===== src/rtl/pipeline_pkg.sv =====
// rtl/pipeline_pkg.sv - shared pipeline widths, NOP encoding and fetch pair type
//
// Purpose: definitions shared by fetch, the fetch queue and decode.
//   XLEN         : datapath width (32)
//   NOP          : canonical RV32I no-op, addi x0,x0,0
//   fetch_pair_t : one fetched (PC, instruction) pair
package pipeline_pkg;

    localparam int XLEN = 32;

    localparam logic [XLEN-1:0] NOP = 32'h0000_0013;

    typedef struct packed {
        logic [XLEN-1:0] pc;
        logic [XLEN-1:0] instr;
    } fetch_pair_t;

endpackage


===== src/rtl/fetch_queue_ram.sv =====
// rtl/fetch_queue_ram.sv - DEPTH x 64-bit storage for the fetch queue
//
// Purpose: entry storage with one synchronous write port and one
// asynchronous read port. Not reset: contents are only meaningful
// where the owning queue's pointers say so.
// Ports:
//   clk_i   : clock, write on rising edge
//   we_i    : write enable
//   waddr_i : write address
//   wdata_i : pair to write
//   raddr_i : read address
//   rdata_o : pair stored at raddr_i (combinational)
module fetch_queue_ram
    import pipeline_pkg::*;
#(
    parameter  int DEPTH = 4,
    localparam int AW    = $clog2(DEPTH)
) (
    input  logic          clk_i,
    input  logic          we_i,
    input  logic [AW-1:0] waddr_i,
    input  fetch_pair_t   wdata_i,
    input  logic [AW-1:0] raddr_i,
    output fetch_pair_t   rdata_o
);

    fetch_pair_t mem_q [DEPTH];

    always_ff @(posedge clk_i) begin
        if (we_i) begin
            mem_q[waddr_i] <= wdata_i;
        end
    end

    assign rdata_o = mem_q[raddr_i];

endmodule


===== src/rtl/fetch_queue.sv =====
// rtl/fetch_queue.sv - IF/ID decoupling queue with branch flush
//
// Purpose: buffers up to DEPTH (PC, instruction) pairs between fetch and
// decode, presents the oldest pair show-ahead, and drops everything on a
// taken branch/jump so decode never sees wrong-path instructions.
// Ports:
//   clk            : clock
//   reset          : asynchronous active-low reset
//   in_valid       : fetch presents a pair
//   PC_IF          : PC of fetched instruction
//   INSTRUCTION_IF : fetched instruction word
//   in_ready       : push accepted this cycle (drives fetch PC_write)
//   flush          : taken branch/jump, discards queue contents
//   out_valid      : head entry valid
//   out_ready      : decode consumes head (low = decode stall)
//   PC_ID          : head PC, 0 when empty
//   INSTRUCTION_ID : head instruction, NOP when empty
//   count          : occupancy 0..DEPTH
module fetch_queue
    import pipeline_pkg::*;
#(
    parameter  int DEPTH = 4,
    localparam int PTR_W = $clog2(DEPTH)
) (
    input  logic             clk,
    input  logic             reset,
    input  logic             in_valid,
    input  logic [XLEN-1:0]  PC_IF,
    input  logic [XLEN-1:0]  INSTRUCTION_IF,
    output logic             in_ready,
    input  logic             flush,
    output logic             out_valid,
    input  logic             out_ready,
    output logic [XLEN-1:0]  PC_ID,
    output logic [XLEN-1:0]  INSTRUCTION_ID,
    output logic [PTR_W:0]   count
);

    localparam logic [PTR_W:0]   CNT_FULL = (PTR_W+1)'(DEPTH);
    localparam logic [PTR_W:0]   CNT_ONE  = (PTR_W+1)'(1);
    localparam logic [PTR_W-1:0] PTR_ONE  = PTR_W'(1);

    logic [PTR_W-1:0] wr_ptr_q, wr_ptr_d;
    logic [PTR_W-1:0] rd_ptr_q, rd_ptr_d;
    logic [PTR_W:0]   count_q,  count_d;

    logic        push;
    logic        pop;
    fetch_pair_t wr_pair;
    fetch_pair_t head_pair;

    // Handshake flags come from registered occupancy only, so there is no
    // combinational path from in_valid/out_ready/flush to any output.
    // A full queue refuses a push even when a pop happens in that cycle.
    assign in_ready  = (count_q != CNT_FULL);
    assign out_valid = (count_q != '0);

    assign push = in_valid  && in_ready  && !flush;
    assign pop  = out_valid && out_ready && !flush;

    assign wr_pair.pc    = PC_IF;
    assign wr_pair.instr = INSTRUCTION_IF;

    always_comb begin
        wr_ptr_d = wr_ptr_q;
        rd_ptr_d = rd_ptr_q;
        count_d  = count_q;
        if (flush) begin
            wr_ptr_d = '0;
            rd_ptr_d = '0;
            count_d  = '0;
        end else begin
            // DEPTH is a power of two, so pointer wrap is plain overflow.
            if (push) begin
                wr_ptr_d = wr_ptr_q + PTR_ONE;
            end
            if (pop) begin
                rd_ptr_d = rd_ptr_q + PTR_ONE;
            end
            if (push && !pop) begin
                count_d = count_q + CNT_ONE;
            end else if (pop && !push) begin
                count_d = count_q - CNT_ONE;
            end
        end
    end

    always_ff @(posedge clk or negedge reset) begin
        if (!reset) begin
            wr_ptr_q <= '0;
            rd_ptr_q <= '0;
            count_q  <= '0;
        end else begin
            wr_ptr_q <= wr_ptr_d;
            rd_ptr_q <= rd_ptr_d;
            count_q  <= count_d;
        end
    end

    fetch_queue_ram #(
        .DEPTH (DEPTH)
    ) u_ram (
        .clk_i   (clk),
        .we_i    (push),
        .waddr_i (wr_ptr_q),
        .wdata_i (wr_pair),
        .raddr_i (rd_ptr_q),
        .rdata_o (head_pair)
    );

    // Storage is never cleared, so mask the head when empty to keep stale
    // (possibly wrong-path) entries away from decode.
    assign PC_ID          = out_valid ? head_pair.pc    : '0;
    assign INSTRUCTION_ID = out_valid ? head_pair.instr : NOP;
    assign count          = count_q;

endmodule


===== config.mk =====
export PLATFORM = sky130hd
export DESIGN_NAME = fetch_queue
export DESIGN_NICKNAME = d
export VERILOG_FILES = /design/src/rtl/pipeline_pkg.sv /design/src/rtl/fetch_queue_ram.sv /design/src/rtl/fetch_queue.sv
export SDC_FILE = /design/constraint.sdc
export NUM_CORES = 1
export LEC_CHECK = 0
export CAP_MARGIN = 20
export CELL_PAD_IN_SITES_DETAIL_PLACEMENT = 1
export CELL_PAD_IN_SITES_GLOBAL_PLACEMENT = 2
export CORE_ASPECT_RATIO = 1.25
export CORE_MARGIN = 2
export CORE_UTILIZATION = 40
export CTS_CLUSTER_DIAMETER = 120
export DETAILED_ROUTE_END_ITERATION = 16
export GPL_ROUTABILITY_DRIVEN = 0
export PLACE_DENSITY_LB_ADDON = 0.05
export SLEW_MARGIN = 20
export SYNTH_ARGS = -nofsm -noshare
export SYNTH_HDL_FRONTEND = slang
export SYNTH_SLANG_ARGS = --single-unit

===== constraint.sdc =====
create_clock -name clk -period 3.43 [get_ports clk]
set_input_delay 0.686 -clock clk [delete_from_list [all_inputs] [get_ports clk]]
set_output_delay 0.686 -clock clk [all_outputs]
set_load 0.02 [all_outputs]

; Yosys cells after proc, flatten, opt, wreduce, memory -nomap -nowiden
; Memory sizes are Yosys's and may differ from the RTL's.
; Cells that the tools add are included.
[totals]
memories = 1
mem_bits_rw = 256
reg_bits = 7
input_bits = 69
output_inout_bits = 69
word_cells = 33
[op_classes]
n_eq_ne = 1
n_addsub = 4
muxes = 11
n_reduce_logical = 13
[mem_list]
columns = memory, depth, word_bits, read_ports, rd_clocked_by_memory_dff, write_ports, line
row1 = u_ram.mem_q, 4, 64, 1, 0, 1, fetch_queue_ram.sv:27  ; fetch_pair_t mem_q [DEPTH];
[op_table]
columns = operator, count
row1 = $mux W32, 2
row2 = $mux W3, 3
row3 = $mux W2, 4
row4 = $logic_and A1 B1 Y1, 6
row5 = $reduce_bool A3 Y1, 2
row6 = $add A2 B1 Y2 const B, 2
row7 = $reduce_bool A2 Y1, 2
row8 = $add A3 B1 Y3 const B, 1
row9 = $logic_not A1 Y1, 3
row10 = $ne A3 B3 Y1 const B, 1
row11 = $sub A3 B1 Y3 const B, 1
row12 = $mux W1, 2

; Logic depth before layout (Yosys ltp)
; Gate-level depths: netlist of the first run.
[logic_depth]
depth_word = 8
mapped_depth = 8
mapped_depth_nobuf = 7

; Modules after synthesis
; From an unflattened synthesis of the first run, not the netlist that was laid out.
[unflattened]
cells_unflattened = 466
hier_area_um2 = 10322.4
[by_module_without_submodules]
columns = module, cells_each, instances, seq_area_each_um2, area_per_inst_um2
row1 = fetch_queue_ram, 338, 1, 7687.4, 9341.5
row2 = fetch_queue, 128, 1, 175.2, 980.9

; Worst setup path after synthesis of the first run
; OpenSTA, ideal clock, no wires.
[synth_path]
path_type = input-to-reg
from = in in_valid
to = mem u_ram.mem_q[2][0] (netlist bit), enable pin
t_required_ns = 3.001
n_path_buf = 1
arrival_time_ns = 2.817
path_stages = 4
path_slack_ns = 0.184
setup_time_ns = 0.429
cell_sequence = clkbuf_1 -> inv_1 -> nor3_1 -> and2_1
[synth_via]
elab_chain_len = 4
[synth_rtl]
columns = item, line
row1 = "start, declared", fetch_queue.sv:27  ; input logic in_valid,
row2 = $logic_and A1 B1 Y1 (2 in a row), fetch_queue.sv:58  ; assign push = in_valid && in_ready && !flush;
row3 = $mux W1, fetch_queue_ram.sv:30  ; if (we_i) begin
row4 = $mux W1 (not written as such), fetch_queue_ram.sv:31  ; mem_q[waddr_i] <= wdata_i;
row5 = "end, declared", fetch_queue_ram.sv:27
; Every way passes these cells.

; Final worst setup path of the first run
[layout_path]
from = reg rd_ptr_q[0]
to = out INSTRUCTION_ID[1]
[layout_via]
elab_chain_len = 2
[layout_rtl]
columns = item, line
row1 = "start, declared", fetch_queue.sv:44  ; logic [PTR_W-1:0] rd_ptr_q, rd_ptr_d;
row2 = "start signal, assigned", fetch_queue.sv:95  ; rd_ptr_q <= rd_ptr_d;
row3 = $mem_v2 Z4 W64, --
row4 = $mux W32, fetch_queue.sv:114  ; assign INSTRUCTION_ID = out_valid ? head_pair.instr : NOP;
row5 = "end, declared", fetch_queue.sv:35  ; output logic [XLEN-1:0] INSTRUCTION_ID,
; Every way passes these cells.

==> impl_metrics.yaml, run 1 <==
outcome:
  status: "finished, final reports clean"
layout:
  drive_above_1_share_pct: 20.06
  stdcell_count: 978
  diodes: 0
  area_growth_pct: 27.36
  layout.nets: 701
clocking:
  cts_tree: "built"
  htreeDepth: 1
  hold_buffers: 0
  root_buffer: "clkbuf_16"
  path_clk_slew_ns: 0.06
  clockBufferDepth: 3
  clock_latency_ns: 0.52
  cts-buffers-inserted: 26
  clock-sinks: 263
yosys:
  syn-mean-instance-area_um2: 21.84
  synth_commonest_cells: "edfxtp_1, and2_1, mux4_2"
  syn_inst: 467
  synth_largest_area_cell: "edfxtp_1"
  synth_ff_type: "edfxtp_1"
  syn_area_mm2: 0.01020
  yosys_warnings: 0
  synth_top_area_share_pct: 75.37
  synth.area.top_cells: "edfxtp_1, mux4_2, and2_1, dfrtp_1, buf_6"
  synth.most_common_cell: "edfxtp_1"
  synth.distinct_cells: 31
  synth-edff-count: 256
  synth_fp_nets: 541
  ys_seq_area_share_pct: 77.09
  async_flop_share_pct: 2.662
  ys_ff_latch: 263
critical_path:
  endpoint_kind: "output port"
  crit_required_ns: 2.74
  worstPathArrival_ns: 2.58
  critPathLaunchType: "register"
  worstSetupPathType: "reg -> out"
  crit_path_max_fanout: 36
power_and_ir_drop:
  cellPowerDensity_mw_per_mm2: 761.0
  p_sw_share_pct: 29.07
  clkPwrFrac_pct: 28.1
  max-vdd-ir-drop_mv: 0.3691
  leakage_uw: 0.004151
  switchingPower_uw: 2873
  pwr-share-seq_pct: 38.3
  combPwrFrac_pct: 33.5
  p_int_uw: 7012
  fin_total_pwr_uw: 9885
sta:
  skew_ns: 0.01058
  rsz0062_at_grt: "false"
  setup_viol: 0
  tns_ns: 0
  fmax_ghz: 0.3062
  hold_viol_final: 0
  min_period_ns: 3.266
  fin_crit_sh_pct: 95.22
  max-slew-margin-rel_pct: 67.19
  final_max_slew_viol_count: 0
  worst_slew_pin_slew_ns: 0.4885
grt:
  overflow: 0
  antenna_found_initial: 2
  grt_max_degree: 37
  grt_pass1_vias: 5691
  grt_usage_pct: 16.02
  grt_first_pass_wirelength_um: 32740
drt:
  dr.first_iter.drc_count: 198
  drc_errors: 0
  viasPerCell: 5.046
  dr_total_vias: 4935
  detail-route-antenna-nets: 0
  drt_pass1_iterations: 6
  wire_per_inst_um: 21.64
  wl_um: 21170
floorplan:
  fp-row-count: 65
  start_util_pct: 40.59
  io_pins: 138
  dieArea_mm2: 0.02680
  fp.dieH_um: 182.5
  core_area_mm2: 0.02513
  die_w_um: 146.8
placement:
  post-dp-hpwl_um: 13220
  dp_cells: 934
  portBuffers: 137
job:
  cap_violations: 0
min_path:
  hold_path_class: "in -> async"
## state kept, by name (all words and copies together), names as in the netlist
| name | flops |
|---|---|
| wr_ptr_q | 2 |
| u_ram.mem_q | 256 |
| rd_ptr_q | 2 |
| count | 3 |
## power by group through the flow
stage	combinational, µW	clock (µW)	sequential (µW)
floorplan	1900	0	3840
global placement	3370	0	3850
detailed placement	3390	0	3850
CTS	3400	2850	3790
global route	3550	2960	3800
finish	3320	2780	3790
## final cells by class
cell class / instances / area [µm²]
inverters: 8 / 30.03
repair buffers: 157 / 1659
clock buffers: 29 / 683.2
well taps: 335 / 419.2
fillers: 2255 / 12140
clock inverters: 15 / 147.6
multi-input cells: 171 / 2181
flip-flops and latches: 263 / 7870
## stage by stage
stage / setup slack [ns] / hold WS (ns) / util, % / area [µm²]
final: 0.1640 / 0.4519 / 51.69 / 12990
after CTS: 0.02382 / 0.4463 / 51.67 / 12980
after global routing: 0.03228 / 0.4648 / 51.69 / 12990
after detailed placement: 0.4494 / 0.6011 / 48.36 / 12150
after global placement: 0.4971 / 0.5853 / 48.36 / 12150
after floorplan: 0.1838 / 0.3904 / - / 10200
## cells in the final DEF (no fill, tap or decap), types with 2 or more instances in the layout
cell	count
buf_4	9
xor2_1	2
or2_1	3
clkinv_1	7
clkbuf_1	2
nand3_1	2
clkdlybuf4s50_1	137
o21ai_0	3
nor2_1	9
clkbuf_16	27
dfrtp_1	5
dfrtp_4	2
mux2_1	2
clkinv_2	3
edfxtp_1	256
buf_12	11
inv_1	7
a21oi_1	2
and2_1	62
mux4_2	64
bufinv_16	3
and2_4	4
ha_1	4
## layer usage
metal / part of all wire (%) / track usage, % / vias up
met3: 3.8 / 2.325 / 37
li1: - / - / 2200
met2: 52 / 28.36 / 117
met4: 2.1 / 4.388 / 2
met5: 0.061 / 0 / -
met1: 42 / 20.76 / 2579
## timing repair
| action | CTS | global route |
|---|---|---|
| setup buffers | 0 | 0 |
| endpoints found under the setup margin | 0 | 7 |
| gates resized for setup | 0 | 1 |
## worst paths after layout
path	end	startpoint	slack (ns)	cells past startpoint
max reg2reg	count[2]	count[0]	0.96	8
max in group asynchronous	rd_ptr_q[1]	reset	2.65	1
min reg2reg	wr_ptr_q[1]	wr_ptr_q[1]	0.61	2
min in group clk	wr_ptr_q[1]	wr_ptr_q[1]	0.61	2
min	wr_ptr_q[0]	reset	0.45	1
max	INSTRUCTION_ID[1]	rd_ptr_q[0]	0.16	4
## kinds of logic (layout without fill, tap and decap cells)
| family | Yosys count | count (layout) | share of synthesized area (%) |
|---|---|---|---|
| simple gates | 84 | 84 | 4.968 |
| flops | 263 | 263 | 77.09 |
| compound gates | 13 | 13 | 0.9446 |
| mux | 67 | 67 | 14.45 |
| xor+xnor | 2 | 2 | 0.1718 |
| buf+inv | 33 | 209 | 1.693 |
| fa+ha+maj | 5 | 5 | 0.6870 |
## critical path: stages, from the launching register on
cell and delay (ns):
dfrtp_4 0.44, buf_12 0.30, mux4_2 0.53, or2_1 0.24, clkdlybuf4s50_1 0.55
No activity file was read; power rests on OpenSTA's default activity.
==> run 2, diff against run 1 <==
- GPL_ROUTABILITY_DRIVEN: 0 -> not set
==> results of run 2 <==
Final layout, timing and power as in run 1 (identical DEF).
